<file path="config.mk">
export PLATFORM = sky130hd
export DESIGN_NAME = nibble_add_scheduler
export DESIGN_NICKNAME = d
export VERILOG_FILES = /design/src/rtl/nibble_add_scheduler.sv
export SDC_FILE = /design/constraint.sdc
export NUM_CORES = 1
export LEC_CHECK = 0
export CAP_MARGIN = 30
export CORE_UTILIZATION = 43
export CTS_BUF_LIST = sky130_fd_sc_hd__clkbuf_2 sky130_fd_sc_hd__clkbuf_4 sky130_fd_sc_hd__clkbuf_8
export DETAILED_ROUTE_END_ITERATION = 8
export GPL_TIMING_DRIVEN = 0
export PLACE_DENSITY_LB_ADDON = 0.15
export SETUP_SLACK_MARGIN = 0.15
export SLEW_MARGIN = 15
export SYNTH_ARGS = -nofsm -noshare
export SYNTH_HDL_FRONTEND = slang
export SYNTH_SLANG_ARGS = --single-unit
</file>
<file path="constraint.sdc">
create_clock -name i_clk -period 3.2 [get_ports i_clk]
set_input_delay 0.64 -clock i_clk [delete_from_list [all_inputs] [get_ports i_clk]]
set_output_delay 0.64 -clock i_clk [all_outputs]
set_load 0.01 [all_outputs]
</file>
<file path="src/rtl/nibble_add_scheduler.sv">
// nibble_add_scheduler: two requesters share one 4-bit ripple slice.
// A WIDTH-bit add is sequenced one nibble per cycle, with the carry registered between nibbles.
// A round-robin arbiter picks the requester, and a valid/ready channel returns the tagged result.
// Optional build macro NIBBLE_SUB_EN adds a per-requester subtract input i_req_sub.
module nibble_add_scheduler #(
  parameter int unsigned WIDTH = 16
) (
  input  logic               i_clk,
  input  logic               i_rst_n,
  input  logic [1:0]         i_req_valid,
  output logic [1:0]         o_req_ready,
  input  logic [2*WIDTH-1:0] i_req_a,
  input  logic [2*WIDTH-1:0] i_req_b,
  input  logic [1:0]         i_req_cin,
`ifdef NIBBLE_SUB_EN
  input  logic [1:0]         i_req_sub,
`endif
  output logic               o_res_valid,
  input  logic               i_res_ready,
  output logic [WIDTH-1:0]   o_res_sum,
  output logic               o_res_cout,
  output logic               o_res_id
);

  localparam int unsigned NIB = WIDTH / 4;
  localparam int unsigned KW  = (NIB > 1) ? $clog2(NIB) : 1;

  typedef enum logic [1:0] {StIdle, StRun, StDone} state_e;

  state_e           r_state, w_state_next;
  logic [WIDTH-1:0] r_a, r_b, r_sum;
  logic [KW-1:0]    r_k;
  logic             r_carry, r_cout, r_id, r_ptr;
  logic             r_sub;

  logic             w_any, w_grant, w_cin_sel, w_sub_sel, w_last, w_res_fire;
  logic [WIDTH-1:0] w_a_sel, w_b_sel;
  logic [KW+1:0]    w_shift;
  logic [3:0]       w_a_nib, w_b_nib, w_slice_sum;
  logic             w_slice_cout;
  logic             w_c;

  // Arbitration: sole valid requester wins, ptr breaks ties.
  assign w_any   = |i_req_valid;
  assign w_grant = (&i_req_valid) ? r_ptr : i_req_valid[1];

  assign w_a_sel   = w_grant ? i_req_a[2*WIDTH-1:WIDTH] : i_req_a[WIDTH-1:0];
  assign w_b_sel   = w_grant ? i_req_b[2*WIDTH-1:WIDTH] : i_req_b[WIDTH-1:0];
  assign w_cin_sel = w_grant ? i_req_cin[1] : i_req_cin[0];
`ifdef NIBBLE_SUB_EN
  assign w_sub_sel = w_grant ? i_req_sub[1] : i_req_sub[0];
`else
  assign w_sub_sel = 1'b0;
`endif

  // Nibble k sits at bit offset 4k.
  assign w_shift    = {r_k, 2'b00};
  assign w_a_nib    = 4'(r_a >> w_shift);
  assign w_b_nib    = 4'(r_b >> w_shift) ^ {4{r_sub}};
  assign w_last     = (r_k == KW'(NIB - 1));
  assign w_res_fire = (r_state == StDone) && i_res_ready;

  // The single shared 4-bit ripple-carry slice.
  always_comb begin
    w_c         = r_carry;
    w_slice_sum = 4'h0;
    for (int i = 0; i < 4; i++) begin
      w_slice_sum[i] = w_a_nib[i] ^ w_b_nib[i] ^ w_c;
      w_c            = (w_a_nib[i] & w_b_nib[i]) | (w_c & (w_a_nib[i] ^ w_b_nib[i]));
    end
    w_slice_cout = w_c;
  end

  // State register.
  always_ff @(posedge i_clk or negedge i_rst_n) begin
    if (!i_rst_n) begin
      r_state <= StIdle;
    end else begin
      r_state <= w_state_next;
    end
  end

  // Next-state logic.
  always_comb begin
    w_state_next = r_state;
    unique case (r_state)
      StIdle:  if (w_any) w_state_next = StRun;
      StRun:   if (w_last) w_state_next = StDone;
      StDone:  if (i_res_ready) w_state_next = StIdle;
      default: w_state_next = StIdle;
    endcase
  end

  // Handshake outputs decoded from state.
  always_comb begin
    o_req_ready = 2'b00;
    o_res_valid = 1'b0;
    unique case (r_state)
      StIdle:  if (w_any) o_req_ready = w_grant ? 2'b10 : 2'b01;
      StDone:  o_res_valid = 1'b1;
      default: ;
    endcase
  end

  // Datapath: capture on grant, one nibble per RUN cycle, ptr flips on result handshake.
  always_ff @(posedge i_clk or negedge i_rst_n) begin
    if (!i_rst_n) begin
      r_a     <= '0;
      r_b     <= '0;
      r_sum   <= '0;
      r_k     <= '0;
      r_carry <= 1'b0;
      r_cout  <= 1'b0;
      r_id    <= 1'b0;
      r_ptr   <= 1'b0;
      r_sub   <= 1'b0;
    end else begin
      case (r_state)
        StIdle: begin
          if (w_any) begin
            r_a     <= w_a_sel;
            r_b     <= w_b_sel;
            r_sub   <= w_sub_sel;
            // Subtract forces carry-in to 1, so OR covers both modes.
            r_carry <= w_cin_sel | w_sub_sel;
            r_id    <= w_grant;
            r_k     <= '0;
          end
        end
        StRun: begin
          r_sum   <= (r_sum & ~(WIDTH'(4'hF) << w_shift)) | (WIDTH'(w_slice_sum) << w_shift);
          r_carry <= w_slice_cout;
          r_k     <= r_k + KW'(1);
          if (w_last) r_cout <= w_slice_cout;
        end
        StDone: begin
          if (w_res_fire) r_ptr <= ~r_id;
        end
        default: ;
      endcase
    end
  end

  assign o_res_sum  = r_sum;
  assign o_res_cout = r_cout;
  assign o_res_id   = r_id;

endmodule

</file>
==> results of run 1 <==
==> cell families after synthesis <==
family	after synthesis	synth area share (%)
adder cells (fa/ha/maj)	8	4.72
flip-flops	56	50.9
buffers and inverters	27	4.90
multiplexers	25	12.8
AO/OA/AOI/OAI	55	15.7
AND/OR/NAND/NOR	59	11.0
==> power by group through the flow <==
stage / registers (W) / clock network [W] / logic, W
4_1_cts: 0.00125 / 0.000469 / 0.00215
6_report: 0.00125 / 0.000464 / 0.00219
3_5_place_dp: 0.00126 / 0 / 0.00212
3_3_place_gp: 0.00125 / 0 / 0.00209
2_1_floorplan: 0.00126 / 0 / 0.00135
5_1_grt: 0.00129 / 0.000497 / 0.00242
==> worst paths after layout <==
path,startpoint,cells past startpoint,endpoint
min in group i_clk,o_res_sum[13],2,o_res_sum[13]
max in group asynchronous,i_rst_n,1,r_b[11]
hold / removal,i_rst_n,1,r_a[1]
setup reg to reg,r_k[1],12,o_res_sum[7]
setup / recovery,i_req_valid[0],7,o_req_ready[1]
hold reg to reg,o_res_sum[13],2,o_res_sum[13]
==> cells in the mapped netlist, types with 4 or more instances <==
master	number
ha_1	4
a22o_1	6
mux2i_1	16
fa_1	4
clkbuf_1	5
o21ai_1	16
a221o_1	17
dfrtp_1	56
buf_2	6
nor2_1	6
inv_1	12
mux4_2	8
a32o_1	8
nand2_1	26
and2_1	17
==> state kept, by name, indices dropped and copies added (netlist names) <==
| register | count |
|---|---|
| o_res_sum | 16 |
| r_a | 16 |
| r_b | 16 |
| r_k | 2 |
| r_state | 2 |
| o_res_cout | 1 |
| o_res_id | 1 |
| r_carry | 1 |
| r_ptr | 1 |
==> worst reg2reg max path: stages (launching register included) <==
cell and delay (ns):
dfrtp_1 0.40, clkbuf_4 0.20, clkbuf_8 0.19, mux4_2 0.22
inv_1 0.05, fa_1 0.38, inv_1 0.07, fa_1 0.15
inv_1 0.05, fa_1 0.35, inv_1 0.08, fa_2 0.48
a32o_1 0.25
==> final cells by class <==
class,count,share of cell area (%)
Buffer,15,3.03
Clock buffer,6,1.94
Clock inverter,2,0.892
Inverter,12,1.15
Multi-Input combinational cell,147,31.3
Sequential cell,56,35.7
Tap cell,75,2.39
Timing Repair Buffer,94,23.7
==> stage by stage <==
step / instances / cell area [um^2] / TNS (ns) / setup slack (ns) / hold slack [ns]
after floorplan: 230 / 2760 / 0 / 0.188 / 0.344
after global placement: 396 / 3760 / -14.14 / -0.326 / 0.460
after detailed placement: 396 / 3760 / -2.64 / -0.351 / 0.469
after CTS: 406 / 3910 / 0 / 0.157 / 0.397
after global routing: 407 / 3930 / 0 / 0.142 / 0.426
final: 407 / 3930 / 0 / 0.216 / 0.369
==> layout by cell type (no fill, tap or decap), drive strengths merged, types with 6 or more instances in the layout <==
cell,instances
a221o,17
a22o,6
a32o,8
and2,17
buf,14
clkbuf,11
clkdlybuf4s50,89
dfrtp,56
inv,12
mux2i,16
mux4,8
nand2,26
nor2,6
o21ai,20
==> routing by layer <==
metal	global-route usage (%)	up-vias	part of all wire [%]
met5	0	-	0
met4	5.26	0	0.64
met3	2.78	6	4.0
met2	37.1	60	51
met1	29.6	1087	44
li1	-	1038	-
==> timing repair <==
item                       in CTS  in global routing
pin swaps                       1                  0
buffers inserted                2                  1
hold buffers                    0                  0
setup endpoints to repair      12                  9
gates resized for setup         9                  6
==> results_dict.tcl, run 1 <==
set metrics [dict create \
    worstPathCellList "clkdlybuf4s50_1 > inv_1 > o21ai_2 > buf_6 > nor3_4 > buf_6 > clkdlybuf4s50_1" \
    ys_top_cells_by_area "dfrtp_1 51%, mux4_2 6.5%, a221o_1 6.2%" \
    synth_seq_cells 56 \
    fin_crit_sh_pct 93.3 \
    ant_nets 0 \
    slowest_stage "clkdlybuf4s50_1" \
    path_class "in -> out" \
    die_w_um 82.0 \
    syn_area_per_cell_um2 12.0 \
    grt_max_degree 57 \
    synth_nets 309 \
    hp-class "in -> async" \
    io_pins 92 \
    clock_sinks 56 \
    register_area_um2 1400 \
    clock_skew_ns 0.0106 \
    start_util_pct 45.5 \
    start_kind "primary input" \
    crit_family "buffers and inverters" \
    outcome "complete, no violations" \
    synth_edf_count 0 \
    grtUsageTotal_pct 21.8 \
    leakagePower_nw 1.77 \
    power_w 0.00391 \
    io_buffers 91 \
    core_area_um2 6060 \
    p_seq_share_pct 32.0 \
    first_global_vias 2298 \
    fillers 508 \
    cts_buffers 5 \
    grt-ovfl-total 0 \
    p_int_w 0.00241 \
    critPathArrivalTime_ns 2.34 \
    critPathMaxStageDelay_ns 0.55 \
    area_growth_pct 42.6 \
    path_buf_inv 5 \
    core.rowCount 28 \
    cp_max_fo 10 \
    antenna_found_initial 0 \
    slew_headroom_pct 53.8 \
    setup_viol 0 \
    rrSetupSlack_ns 0.24 \
    switching_power_w 0.00150 \
    drive_gt1_share_pct 11.4 \
    synth_top_area_cell "dfrtp_1" \
    tritoncts "yes" \
    multi_input_area_um2 1230 \
    clk_latency_ns 0.31 \
    cts.reportedPaths.clkPinSlew_ns 0.10 \
    hold_viol_final 0 \
    routed_via_density 5.38 \
    wl_per_cell_um 16.0 \
    clkPwrFrac_pct 11.9 \
    grt_pass1_wl_um 10900 \
    rsz0062_at_grt "no" \
    yosysSeqAreaShare_pct 50.9 \
    clockRootBuffer "clkbuf_8" \
    drt_first_iter_violations 161 \
    synth_flop_cell "dfrtp_1" \
    syn_inst 230 \
    critPathRequiredTime_ns 2.56 \
    n_antenna_cell 0 \
    fin_crit_ns 2.98 \
    dpl.hpwl_um 4820 \
    routed_wl_um 6510 \
    synth_cell_types 30 \
    drv.max_cap_violation_count 0 \
    tightestPinTransition_ns 0.692 \
    switching_share_pct 38.4 \
    drc 0 \
    p_comb_share_pct 56.2 \
    fin_util_pct 64.8 \
    cts.path.max_buffers 2 \
    synth.top_cell.area_share_pct 50.9 \
    slew_viol_final 0 \
    ir_worst_vdd_v 0.000499 \
    vias 2191 \
    syn_area_um2 2760 \
    htree_levels 2 \
    final_nets 410 \
    die_h_um 82.0 \
    die_area_um2 6730 \
    yosys_warnings 0 \
    first_pass_iters 4 \
    ys_async_sr_fraction_pct 100 \
    gp_congestion 0.768 \
    fmax_mhz 335 \
    power.density_nw_per_um2 995 \
    end_kind "output port" \
]
Note: power is estimated with default switching activity, not from simulation.
==> run 2, diff against run 1 <==
--- a/config.mk
+++ b/config.mk
@@ -12,7 +12,7 @@
 export GPL_TIMING_DRIVEN = 0
 export PLACE_DENSITY_LB_ADDON = 0.15
 export SETUP_SLACK_MARGIN = 0.15
-export SLEW_MARGIN = 15
+export SLEW_MARGIN = 5
 export SYNTH_ARGS = -nofsm -noshare
 export SYNTH_HDL_FRONTEND = slang
 export SYNTH_SLANG_ARGS = --single-unit
==> run 2 against run 1 <==
Net effect:
- worst setup slack better by 0.0050 ns
- die area is the same
- first-iteration DRC count down 3.1%
- sequential power barely moved
- highest routed layer unchanged
==> results_dict.tcl, run 2 (same netlist as run 1, synthesis figures left out) <==
set metrics [dict create \
    outcome "complete, no violations" \
    fin_crit_ns 2.98 \
    cts.reportedPaths.clkPinSlew_ns 0.10 \
    start_kind "primary input" \
    hold_viol_final 0 \
    switching_power_w 0.00149 \
    hold_buffers 0 \
    die_area_um2 6730 \
    routed_wl_um 6450 \
    vias 2203 \
    start_util_pct 45.5 \
    design_area_um2 3960 \
    core.rowCount 28 \
    first_pass_iters 4 \
    io_pins 92 \
    fin_cells 411 \
    setup_viol 0 \
    layout_commonest_cell "clkdlybuf4s50_1" \
    drt_first_iter_violations 156 \
    clock_skew_ns 0.0100 \
    io_buffers 91 \
    slew_viol_final 0 \
    p_comb_share_pct 56.3 \
    routed_via_density 5.36 \
    power.density_nw_per_um2 985 \
    switching_share_pct 38.1 \
    end_kind "output port" \
    mostFrequentLayoutCells "89 x clkdlybuf4s50_1, 56 x dfrtp_1, 26 x nand2_1" \
    die_h_um 82.0 \
    path_class "in -> out" \
    worstReg2RegStart "r_k[1]" \
    slew_headroom_pct 52.9 \
    critPathRequiredTime_ns 2.56 \
    drc 0 \
    tightestPinTransition_ns 0.707 \
    p_seq_share_pct 31.9 \
    rsz0062_at_grt "no" \
    area_growth_pct 43.9 \
    grtUsageTotal_pct 21.6 \
    hp-class "in -> async" \
    gp_congestion 0.768 \
    grt_max_degree 31 \
    cp_max_fo 5 \
    die_w_um 82.0 \
    clk_latency_ns 0.31 \
    fmax_mhz 336 \
    fin_crit_sh_pct 93.1 \
    dp_cells 397 \
    clock_sinks 56 \
    final_nets 414 \
    rrSetupSlack_ns 0.26 \
    core_area_um2 6060 \
    place_area_um2 3770 \
    antenna_found_initial 0 \
    drive_gt1_share_pct 12.2 \
    grt-ovfl-total 0 \
    clockRootBuffer "clkbuf_8" \
    htree_levels 2 \
    p_int_w 0.00242 \
    ir_worst_vdd_v 0.000492 \
    tritoncts "yes" \
    cts.path.max_buffers 2 \
    first_global_vias 2273 \
    clkPwrFrac_pct 11.8 \
    cts_buffers 5 \
    reg2reg_to "o_res_sum[7]" \
    n_antenna_cell 0 \
    critPathArrivalTime_ns 2.34 \
    leakagePower_nw 1.79 \
    dpl.hpwl_um 4850 \
    wl_per_cell_um 15.7 \
    drv.max_cap_violation_count 0 \
    grt_pass1_wl_um 10800 \
    reg2reg_depth 12 \
    ant_nets 0 \
]
run 2: worst max-delay path by stage:
| stage | startpoint | end | slack, ns |
|---|---|---|---|
| 3_3_place_gp | r_k[1] | o_res_sum[3] | -0.33 |
| 5_1_grt | r_k[1] | o_res_sum[7] | 0.15 |
| 2_1_floorplan | r_k[1] | o_res_sum[11] | 0.19 |
| 4_1_cts | r_k[1] | o_res_sum[7] | 0.15 |
| 3_5_place_dp | r_k[1] | o_res_sum[7] | -0.35 |
| 6_report | i_req_valid[0] | o_req_ready[1] | 0.22 |
run 2: repair_timing:
action                     CTS  global route
pin swaps                    1             0
buffers inserted             3             3
setup endpoints to repair   12             9
gates resized for setup      9             5
run 2: critical path, stage by stage:
cell and delay [ns]:
clkdlybuf4s50_1 0.46, inv_1 0.08, o21ai_1 0.09, buf_6 0.14
nor3_4 0.24, buf_6 0.16, clkdlybuf4s50_1 0.53
run 2: power groups by stage:
stage / clock, W / combinational (W) / sequential, W
after floorplan: 0 / 0.00135 / 0.00126
after global placement: 0 / 0.00209 / 0.00125
after detailed placement: 0 / 0.00212 / 0.00126
after CTS: 0.000470 / 0.00216 / 0.00125
after global routing: 0.000504 / 0.00243 / 0.00128
final: 0.000461 / 0.00220 / 0.00125
run 2: cell type report:
cell class / count / area, um^2
plain buffers: 15 / 119
well taps: 75 / 93.8
flip-flops and latches: 56 / 1400
inverters: 12 / 45.0
clock buffers: 6 / 76.3
fillers: 491 / 2100
multi-input cells: 147 / 1220
clock inverters: 2 / 35.0
repair buffers: 98 / 970
run 2: metal layers:
layer | global-route usage [%] | part of all wire [%] | vias up
li1 | - | - | 1047
met1 | 29.5 | 44 | 1074
met2 | 36.0 | 51 | 78
met3 | 3.56 | 4.8 | 4
met4 | 5.26 | 0.57 | 0
met5 | 0 | 0 | -
run 2: through the flow:
step	total power, W	util (%)	worst slack [ns]	hold WS, ns	setup TNS, ns
floorplan	0.00261	-	0.188	0.344	0
global placement	0.00334	62.0	-0.326	0.460	-14.14
detailed placement	0.00338	62.3	-0.348	0.465	-2.62
CTS	0.00388	64.8	0.155	0.382	0
global route	0.00421	65.4	0.151	0.415	0
finish	0.00390	65.4	0.221	0.367	0
